<file path="src/rtl/multicycle_ctrl.sv">
// Multicycle control FSM for the 31-instruction MIPS core: sequences FETCH/DECODE/EXEC/MEM/WB
// from a one-hot instruction code, handshakes with both memories, traps and counts retirements.
module multicycle_ctrl #(
  parameter int CNT_W       = 32,
  parameter int MEM_TIMEOUT = 255
) (
  input  logic             clk,
  input  logic             rst,
  input  logic [31:0]      code,
  input  logic             alu_zero,
  input  logic             imem_ready,
  input  logic             dmem_ready,
  output logic             imem_req,
  output logic             ir_we,
  output logic             pc_we,
  output logic [1:0]       pc_src,
  output logic             rf_we,
  output logic [1:0]       rf_wsel,
  output logic [1:0]       rf_dsel,
  output logic             alu_bsrc,
  output logic             ext_sign,
  output logic             dmem_req,
  output logic             dmem_we,
  output logic [2:0]       state,
  output logic             trap,
  output logic [CNT_W-1:0] instr_count
);

  localparam logic [2:0] S_FETCH  = 3'd0;
  localparam logic [2:0] S_DECODE = 3'd1;
  localparam logic [2:0] S_EXEC   = 3'd2;
  localparam logic [2:0] S_MEM    = 3'd3;
  localparam logic [2:0] S_WB     = 3'd4;
  localparam logic [2:0] S_TRAP   = 3'd7;
  localparam int         TW       = (MEM_TIMEOUT > 1) ? $clog2(MEM_TIMEOUT) : 1;

  // Instruction class flags; the registered copy stands in for the captured code.
  typedef struct packed {
    logic alu_r;
    logic alu_i;
    logic lw;
    logic sw;
    logic beq;
    logic bne;
    logic jal;
    logic imm;
    logic sext;
  } cls_t;

  logic [2:0]       r_state;
  logic [2:0]       w_next;
  cls_t             r_cls;
  cls_t             w_cls;
  logic [TW-1:0]    r_wait;
  logic [CNT_W-1:0] r_count;
  logic             w_retire;
  logic             w_wait;
  logic             w_limit;
  logic             w_onehot;
  logic             w_taken;

  // Bit 31 has no instruction assigned, so a lone bit 31 is as illegal as zero or multi-hot.
  assign w_onehot = (code != 32'd0) && ((code & (code - 32'd1)) == 32'd0) && !code[31];

  always_comb begin
    w_cls       = '0;
    w_cls.alu_r = |code[15:0];
    w_cls.alu_i = (|code[22:17]) | code[27] | code[28];
    w_cls.lw    = code[23];
    w_cls.sw    = code[24];
    w_cls.beq   = code[25];
    w_cls.bne   = code[26];
    w_cls.jal   = code[30];
    w_cls.imm   = |code[28:17];
    w_cls.sext  = code[17] | code[18] | (|code[28:23]);
  end

  assign w_taken = (r_cls.beq & alu_zero) | (r_cls.bne & ~alu_zero);
  assign w_limit = (MEM_TIMEOUT != 0) && (r_wait == TW'(MEM_TIMEOUT - 1));

  always_ff @(posedge clk) begin
    if (rst) begin
      r_state <= S_FETCH;
      r_cls   <= '0;
      r_wait  <= '0;
      r_count <= '0;
    end else begin
      r_state <= w_next;
      if (r_state == S_DECODE) r_cls <= w_cls;
      if (w_wait && (w_next == r_state) && (MEM_TIMEOUT != 0)) r_wait <= r_wait + TW'(1);
      else                                                       r_wait <= '0;
      if (w_retire && (r_count != {CNT_W{1'b1}})) r_count <= r_count + CNT_W'(1);
    end
  end

  always_comb begin
    w_next   = r_state;
    w_retire = 1'b0;
    w_wait   = 1'b0;
    case (r_state)
      S_FETCH: begin
        if (imem_ready) w_next = S_DECODE;
        else begin
          w_wait = 1'b1;
          if (w_limit) w_next = S_TRAP;
        end
      end
      S_DECODE: begin
        w_next = S_TRAP;
        if (w_onehot) begin
          if (code[29] | code[16]) begin
            w_next   = S_FETCH;
            w_retire = 1'b1;
          end else if (code[30]) w_next = S_WB;
          else                   w_next = S_EXEC;
        end
      end
      S_EXEC: begin
        if (r_cls.beq | r_cls.bne) begin
          w_next   = S_FETCH;
          w_retire = 1'b1;
        end else if (r_cls.lw | r_cls.sw)       w_next = S_MEM;
        else if (r_cls.alu_r | r_cls.alu_i)     w_next = S_WB;
        else                                    w_next = S_TRAP;
      end
      S_MEM: begin
        if (dmem_ready) begin
          if (r_cls.sw) begin
            w_next   = S_FETCH;
            w_retire = 1'b1;
          end else w_next = S_WB;
        end else begin
          w_wait = 1'b1;
          if (w_limit) w_next = S_TRAP;
        end
      end
      S_WB: begin
        w_next   = S_FETCH;
        w_retire = 1'b1;
      end
      default: w_next = S_TRAP;
    endcase
  end

  // Everything is forced low while rst is high so an aborted instruction writes nothing.
  always_comb begin
    imem_req = 1'b0;
    ir_we    = 1'b0;
    pc_we    = 1'b0;
    pc_src   = 2'd0;
    rf_we    = 1'b0;
    rf_wsel  = 2'd0;
    rf_dsel  = 2'd0;
    alu_bsrc = 1'b0;
    ext_sign = 1'b0;
    dmem_req = 1'b0;
    dmem_we  = 1'b0;
    trap     = 1'b0;
    if (!rst) begin
      case (r_state)
        S_FETCH: begin
          imem_req = 1'b1;
          if (imem_ready) begin
            ir_we = 1'b1;
            pc_we = 1'b1;
          end
        end
        S_DECODE: begin
          if (w_onehot) begin
            if (code[29] | code[30]) begin
              pc_we  = 1'b1;
              pc_src = 2'd2;
            end else if (code[16]) begin
              pc_we  = 1'b1;
              pc_src = 2'd3;
            end
          end
        end
        S_EXEC: begin
          alu_bsrc = r_cls.imm;
          ext_sign = r_cls.sext;
          if (w_taken) begin
            pc_we  = 1'b1;
            pc_src = 2'd1;
          end
        end
        S_MEM: begin
          dmem_req = 1'b1;
          dmem_we  = r_cls.sw;
        end
        S_WB: begin
          rf_we = 1'b1;
          if (r_cls.jal) begin
            rf_wsel = 2'd2;
            rf_dsel = 2'd2;
          end else if (r_cls.lw) begin
            rf_wsel = 2'd1;
            rf_dsel = 2'd1;
          end else if (r_cls.alu_i) rf_wsel = 2'd1;
        end
        S_TRAP:  trap = 1'b1;
        default: trap = 1'b1;
      endcase
    end
  end

  assign state       = r_state;
  assign instr_count = r_count;

endmodule

</file>
<file path="config.mk">
export PLATFORM = sky130hd
export DESIGN_NAME = multicycle_ctrl
export DESIGN_NICKNAME = d
export VERILOG_FILES = /design/src/rtl/multicycle_ctrl.sv
export SDC_FILE = /design/constraint.sdc
export NUM_CORES = 1
export LEC_CHECK = 0
export BUFFER_PORTS_ARGS = -buffer_cell sky130_fd_sc_hd__buf_2
export CELL_PAD_IN_SITES_DETAIL_PLACEMENT = 1
export CELL_PAD_IN_SITES_GLOBAL_PLACEMENT = 1
export CORE_MARGIN = 2
export CORE_UTILIZATION = 35
export CTS_CLUSTER_SIZE = 20
export DETAILED_ROUTE_END_ITERATION = 10
export PLACE_DENSITY_LB_ADDON = 0.3
export RECOVER_POWER = 100
export SYNTH_ARGS = -nofsm -noshare
export SYNTH_HDL_FRONTEND = slang
export SYNTH_SLANG_ARGS = --single-unit
</file>
<file path="constraint.sdc">
create_clock -name clk -period 3.6 [get_ports clk]
set_clock_uncertainty 0.1 [all_clocks]
set_input_delay 0.72 -clock clk [delete_from_list [all_inputs] [get_ports clk]]
set_output_delay 0.72 -clock clk [all_outputs]
set_load 0.03 [all_outputs]
</file>
==> results of run 1 <==
per-layer routing:
metal,global-route usage [%],vias up,wire length (µm)
met2,41.0,93,6540
li1,-,1902,-
met4,4.62,0,267
met1,26.2,1938,5350
met5,0,-,0
met3,2.60,24,411
tightest hold or removal path: cells and delay by family (launching register included):
family             cells  cell delay [ps]
and+or+nand+nor        1               50
AOI/OAI and AO/OA      1               50
DFF                    1              320
worst paths after layout:
| kind | startpoint | to | slack (ps) |
|---|---|---|---|
| setup / recovery | code[22] | pc_we | -420 |
| hold / removal | r_cls[1]$_SDFFE_PP0P_ | r_cls[1]$_SDFFE_PP0P_ | 360 |
| setup reg to reg | instr_count[11]$_SDFFE_PP0P_ | instr_count[29]$_SDFFE_PP0P_ | 390 |
| hold reg to reg | r_cls[1]$_SDFFE_PP0P_ | r_cls[1]$_SDFFE_PP0P_ | 360 |
final cells by class:
class                   count  area, µm²
clock buffers               5       68.8
clock inverters             3       46.3
fillers                  1169       4390
inverters                   8       30.0
multi-input cells         352       2590
flip-flops and latches     52       1040
well taps                 129        161
repair buffers            152        997
timing repair:
item / CTS / global route
cloned: 0 / 5
setup endpoints to repair: 6 / 28
setup buffers: 3 / 7
pin swaps: 9 / 41
gates resized for setup: 21 / 61
hold endpoints to repair: 0 / 0
sequential cells by signal, summed over array words and instances (netlist names):
register     cells
r_cls            9
r_wait           8
instr_count     32
state            3
synthesized netlist by cell type, drive strengths merged (2+ instances only):
master   instances  area, µm²
a31oi            2       12.5
o21ai           11       55.1
o22ai            2       12.5
or4             17        131
or3              5       31.3
nor3            17       85.1
o31ai           16        120
a41o             4       40.0
nand2b           2       12.5
o22a             2       17.5
nand4            7       58.8
buf              5       27.5
nor2            55        206
xnor2            3       26.3
and3            10       62.6
nor2b           17        106
a221oi           2       17.5
a311oi           2       17.5
a211oi           2       15.0
and4             8       70.1
or2              5       31.3
nand3           22        110
inv              8       30.0
a21oi           35        175
nor4b            3       47.5
o41a             2       22.5
xor2             3       26.3
o2111ai          5       43.8
mux2            13        146
nand2           36        135
o21a             2       15.0
clkbuf          20       75.1
dfxtp           52       1040
ha               3       37.5
mux2i            4       40.0
nor4            20        161
and2             7       43.8
kinds of logic after synthesis:
| family | share of synthesized area (%) |
|---|---|
| simple gates | 38.4 |
| compound gates | 18.5 |
| flops | 30.7 |
| buf+inv | 3.92 |
| mux | 5.50 |
| xor+xnor | 1.55 |
| fa+ha+maj | 1.40 |
where the power goes:
part | internal [W] | switching (W)
Clock | 0.000211 | 0.000216
Sequential | 0.000630 | 0.0000752
Combinational | 0.000351 | 0.000505
stage by stage:
| stage | TNS [ps] | worst slack, ps | hold slack [ps] | utilization, % | instances |
|---|---|---|---|---|---|
| after floorplan | -302 | -169 | 327 | - | 437 |
| after global placement | -5920 | -423 | 342 | 46.3 | 680 |
| after detailed placement | -8210 | -469 | 352 | 46.3 | 680 |
| after CTS | -1090 | -386 | 364 | 49.2 | 691 |
| after global routing | -1790 | -516 | 393 | 52.9 | 701 |
| final | -1320 | -422 | 362 | 52.9 | 701 |
==> results.txt, run 1 <==
The run finished, with violations left. The final reports fail on negative setup slack. In this run the worst path has a maximum fanout of 3. The initialized floorplan defines 35 standard-cell rows. The core area came out at 9330 µm². The initial antenna violation count was 0. The wire length of the first global-routing pass is 18.5 mm. The floorplan step set the die height to 102 µm. The wire length per cell after detailed routing came out at 17.9 µm.

In the finished design, the share of the clock period the worst path needs comes to 112%. The mean cell area of the mapped netlist came out at 7.75 µm². The sequential-to-total area share from yosys stat came out at 30.7%. Clock-pin slew was measured on the worst setup and hold paths at 90 ps.

The minimum setup slack in the final design came out at -422 ps. The maximum vdd ir drop came out at 180 µV. For this run, design rule violations remaining after detail routing come to 0. The total power per unit cell area came out at 403 nW/µm². The relative slew slack came out at 59.0%. The vias per cell is 5.64. Clock tree synthesis selected as its root buffer the cell sky130_fd_sc_hd__clkbuf_8. Setup violations remaining at the end of the flow were counted as 11. The detailed router placed 3,957 vias in this run. The critical setup path kind is in -> out.

The worst hold path passes through 2 cells. Synthesis produced a netlist whose cell count is 437. The total overflow left after global routing is 0. The number of global-route vias before repair came out at 3,898. For this design, the slowest cell found on the critical path is sky130_fd_sc_hd__or4_4.

The ratio of cells with drive above 1 in the final layout is 32.9%. At the worst endpoint, the arrival time is 3200 ps. The initial utilization of the core area, before any placement, comes to 36.3%. Grouping stages by cell kind, the critical path spends the most delay in simple AND/OR/NAND/NOR gates. After detailed routing, the total wire length is 12.6 mm.

The die footprint is 10,500 µm². The required time at the endpoint of the critical path came out at 2780 ps. Leaving out fill and tap cells, the most frequent cell in the layout is sky130_fd_sc_hd__buf_4. Global routing consumed, over all layers together, 21.7% of the routing resources. The number of buffer and inverter stages on the critical path is 2.

The post-synthesis sequential element count is 52. The wire-length estimate of the detail-placed layout is 8.40 mm. The H-tree was split into 2 levels. The number of placed I/O pins came out at 87. Timing would allow up to 249 MHz. The path depth of the worst reg2reg path came out at 9. The top cell types in the final layout, fill and taps aside, are 55 x sky130_fd_sc_hd__buf_4, 54 x sky130_fd_sc_hd__nor2_1, 52 x sky130_fd_sc_hd__dfxtp_1. The number of CTS-inserted buffers is 5. The top flip-flop cell by instance count after synthesis is sky130_fd_sc_hd__dfxtp_1. The number of nets handed over by synthesis was 477. The number of antenna diodes in the final layout is 0. On the worst path, the slowest cell contributes a delay of 570 ps. STA classifies the critical path endpoint as an output pin. The worst setup path is launched from a primary input. After the last flow step, the layout net total stands at 611. The maximum number of pins on one net before global-route repair is 50.

The sum of internal, switching and leakage power is 0.00199 W. Compared with the post-synthesis result, the final layout area differs by 45.8%. In this run the worst hold path is classified as reg -> reg. The count of buffers added on input and output ports is 86. The post-route minimum period came out at 4020 ps. The total non-filler cell area in the finished layout came out at 4940 µm². The transition time at the pin with the least slew margin is 609 ps. The global placement routability congestion came out at 0.847. The proportion of synthesized flip-flops having asynchronous set or reset is 0%. The static leakage is 1.72 nW. TritonCTS built the clock tree. The max-slew violation total from the final report is 0. The synthesized design contains 0 enable-type register cells. The total number of cells along the worst setup path came out at 9.

The number of warnings issued by yosys is 0. Clock latency on the worst-skew pair, taken at its later pin, is 320 ps. The clock sink count is 52. The post-detailed-placement cell area came out at 4320 µm². The number of buffers added to fix hold violations after cts came out at 0. Traced cell by cell, the critical path runs through buf_6 > or4_4 > or4_4 > o22a_1 > nor4b_4 > nand2_2 > o31ai_2 > and2_4 > buf_6. In this run the remaining antenna-violating nets after routing total 0. The buffer levels on the longest clock path came out at 2. For this run, the detailed router's first-pass iteration total came to 4. The hold violation total from the final report was 0. The tool flagged a number of max-cap violations equal to 0.

In this run the horizontal extent of the chip is 102 µm. Setup repair after global routing could not meet its margin everywhere. After the first detailed-routing iteration, the DRC count stood at 133.

The count of unique library cells instantiated by Yosys came out at 53. The netlist area before placement came out at 3390 µm².
Note: power is estimated with default switching activity, not from simulation.
==> run 2, diff against run 1 <==
- CORE_MARGIN: 2 -> 4
- CORE_UTILIZATION: 35 -> 36
- CTS_BUF_LIST: not set -> sky130_fd_sc_hd__clkbuf_2 sky130_fd_sc_hd__clkbuf_4 sky130_fd_sc_hd__clkbuf_8
==> run 2 against run 1 <==
The flow still finishes with violations (negative setup slack). Clock-buffer cell count rose by 1. Cell count fell by 3.1%. Setup slack improved by 29 ps. Combinational power decreased by 12%. Wire length down 0.60%. Fmax up 0.74%. First-iteration DRC count up 1.5%. Sequential cell count unchanged. Die area grew 5.2%. Worst hold slack improved by 11 ps. Sequential share of layout area is 1.3 points higher. Cell area is 5.6% lower. Critical path type unchanged. Largest cell class unchanged.
==> results.txt, run 2 (synthesized netlist as in run 1, its figures left out) <==
The run finished, with violations left. The final reports fail on negative setup slack. The peak clock frequency supported by timing came out at 250 MHz (+0.74%). The minimum setup slack in the final design is -392 ps (+29.5 ps). The layout overhead on the synthesized area came out at 37.6%. The library cells used most frequently in the layout, excluding fill and tap cells, are 55 x sky130_fd_sc_hd__buf_4, 54 x sky130_fd_sc_hd__nor2_1, 52 x sky130_fd_sc_hd__dfxtp_1. The vias per cell is 5.79 (+2.6%). The total non-filler cell area in the finished layout came out at 4660 µm² (-5.6%). The number of rows in the core area is 35 (unchanged).

The maximum level of the CTS H-tree came out at 2 (unchanged). The number of DRC violations after detailed routing came to 0 (unchanged). Setup repair after global routing could not meet its margin everywhere. The utilization of the core after routing was 50.7% (-2.3 points).

The total global-route track usage came out at 20.4% (-1.3 points). The number of iterations in the first detailed-routing pass was 4 (unchanged). The ratio of cells with drive above 1 in the final layout is 29.2% (-3.6 points). The total power per unit cell area is 391 nW/µm² (-2.8%). The die boundary width came out at 105 µm (+2.6%). The number of global-route vias before repair came out at 3,953 (+1.4%). The number of buffers added to fix hold violations after cts is 0 (unchanged).

The overall routed net length came out at 12.5 mm (-0.60%). The wire length per cell after detailed routing is 18.4 µm (+2.6%). The maximum fanout along the worst path came out at 3 (unchanged).

The die footprint is 11,000 µm² (+5.2%). The wire length of the first global-routing pass is 19.0 mm (+2.8%). The post-detailed-placement cell area is 4300 µm² (-0.52%). The post-route minimum period is 3990 ps (-29.5 ps). The height of the die was 105 µm (+2.6%). The final-layout worst hold slack is 373 ps (+10.9 ps).

The remaining global-route overflow came out at 0 (unchanged). The critical hold path startpoint is r_wait[0]$_SDFF_PP0_. The number of CTS-inserted buffers came out at 5 (unchanged). The hold violation total from the final report came out at 0 (unchanged).

The core area is 9200 µm² (-1.4%). The initial detailed-routing violation count came out at 135 (+1.5%). The reported max-cap violation count is 0 (unchanged).

The global placement routability congestion came to 0.874 (+3.1%). CTS placed an instance of sky130_fd_sc_hd__clkbuf_8 at the clock tree root. The share of the clock period used by the worst path after layout is 111% (-0.82 points).

The initial antenna violation count is 0 (unchanged). The required time at the endpoint of the critical path came to 2780 ps (about the same). The CTS tree is yes. The detailed-route via count is 3,932 (-0.63%). The count of port buffers added during placement came out at 86 (unchanged). The transition time at the pin with the least slew margin is 565 ps (-43.7 ps). The worst min-delay path category is reg -> reg.

The detailed placement HPWL came out at 8.61 mm (+2.4%). The worst setup path is launched from a primary input. The number of nets in the final layout came out at 607 (-0.65%). The number of placed I/O pins is 87 (unchanged). The static leakage came out at 1.69 nW (-1.7%). The effective utilization at floorplan is 36.8% (+0.52 points).

The max-slew violation total from the final report was 0 (unchanged). The flip-flop count of the largest register after layout is 32 (unchanged). The critical path in this run is classified as in -> out.

The number of antenna cells inserted is 0 (unchanged). The library cell used most frequently in the layout, excluding fill and tap cells, is sky130_fd_sc_hd__buf_4. The endpoint arrival time on the critical path is 3170 ps (-30 ps). The clock-pin slew of the registers on the worst-case setup and hold paths came out at 90 ps (about the same). The maximum number of pins on one net before global-route repair was 50 (unchanged). The relative slew slack is 62.0% (+2.9 points).

The clock sink count came out at 52 (unchanged). The buffer levels on the longest clock path came to 2 (unchanged). The launching point of the worst reg2reg path is instr_count[11]$_SDFFE_PP0P_. The clock latency on the worst-skew pair was 310 ps (about the same). The critical path starts at code[22]. The worst slack at placement came to -445 ps (+24.3 ps). STA classifies the critical path endpoint as an output pin. The maximum vdd ir drop is 277 µV (+54%). The number of setup violations in the final report is 12 (+1).

The final antenna-violating net count came out at 0 (unchanged).
## run 2: routing by layer
layer	vias to the layer above	GRT usage, %	share of wire (%)
met4	0	4.69	1.0
met3	11	3.34	3.4
li1	1894	-	-
met5	-	0	0
met2	87	38.0	53
met1	1940	24.3	42
## run 2: worst max-delay path, stage by stage
cell and delay, ps:
sky130_fd_sc_hd__buf_6 90, sky130_fd_sc_hd__or4_4 530, sky130_fd_sc_hd__or4_4 570, sky130_fd_sc_hd__o22a_1 270, sky130_fd_sc_hd__nor4b_4 300, sky130_fd_sc_hd__nand2_2 140
sky130_fd_sc_hd__o31ai_2 260, sky130_fd_sc_hd__and2_4 170, sky130_fd_sc_hd__buf_6 120
## run 2: report_power, final
group	internal, W	total, W	leakage, nW	switching, W
clock network	0.000158	0.000365	0.0516	0.000208
registers	0.000630	0.000705	0.421	0.0000750
logic	0.000296	0.000752	1.22	0.000456
## run 2: cell type report
| cell class | count | area, µm² |
|---|---|---|
| clock buffer | 6 | 82.6 |
| clock inverter | 2 | 13.8 |
| fill | 1177 | 4540 |
| inverter | 8 | 30.0 |
| multi-input combinational | 352 | 2400 |
| sequential | 52 | 1040 |
| tap | 111 | 139 |
| timing repair buffer | 148 | 948 |
## run 2: through the flow
stage | TNS (ps) | total power [W] | std cells
floorplan | -302 | 0.00110 | 437
global placement | -5920 | 0.00131 | 662
detailed placement | -7030 | 0.00133 | 662
CTS | -941 | 0.00171 | 672
global route | -2390 | 0.00194 | 679
finish | -1270 | 0.00182 | 679
## run 2: repair_timing
item	in CTS	in global routing
endpoints found under the setup margin	4	24
buffers inserted	2	5
gates resized for setup	11	22
cloned	0	4
pin swaps	8	9
## run 2: worst paths after layout
check / cells after the start / slack (ps) / endpoint
setup / recovery: 9 / -390 / pc_we
hold / removal: 1 / 370 / r_wait[0]$_SDFF_PP0_
setup reg to reg: 7 / 650 / instr_count[26]$_SDFFE_PP0P_
hold reg to reg: 1 / 370 / r_wait[0]$_SDFF_PP0_
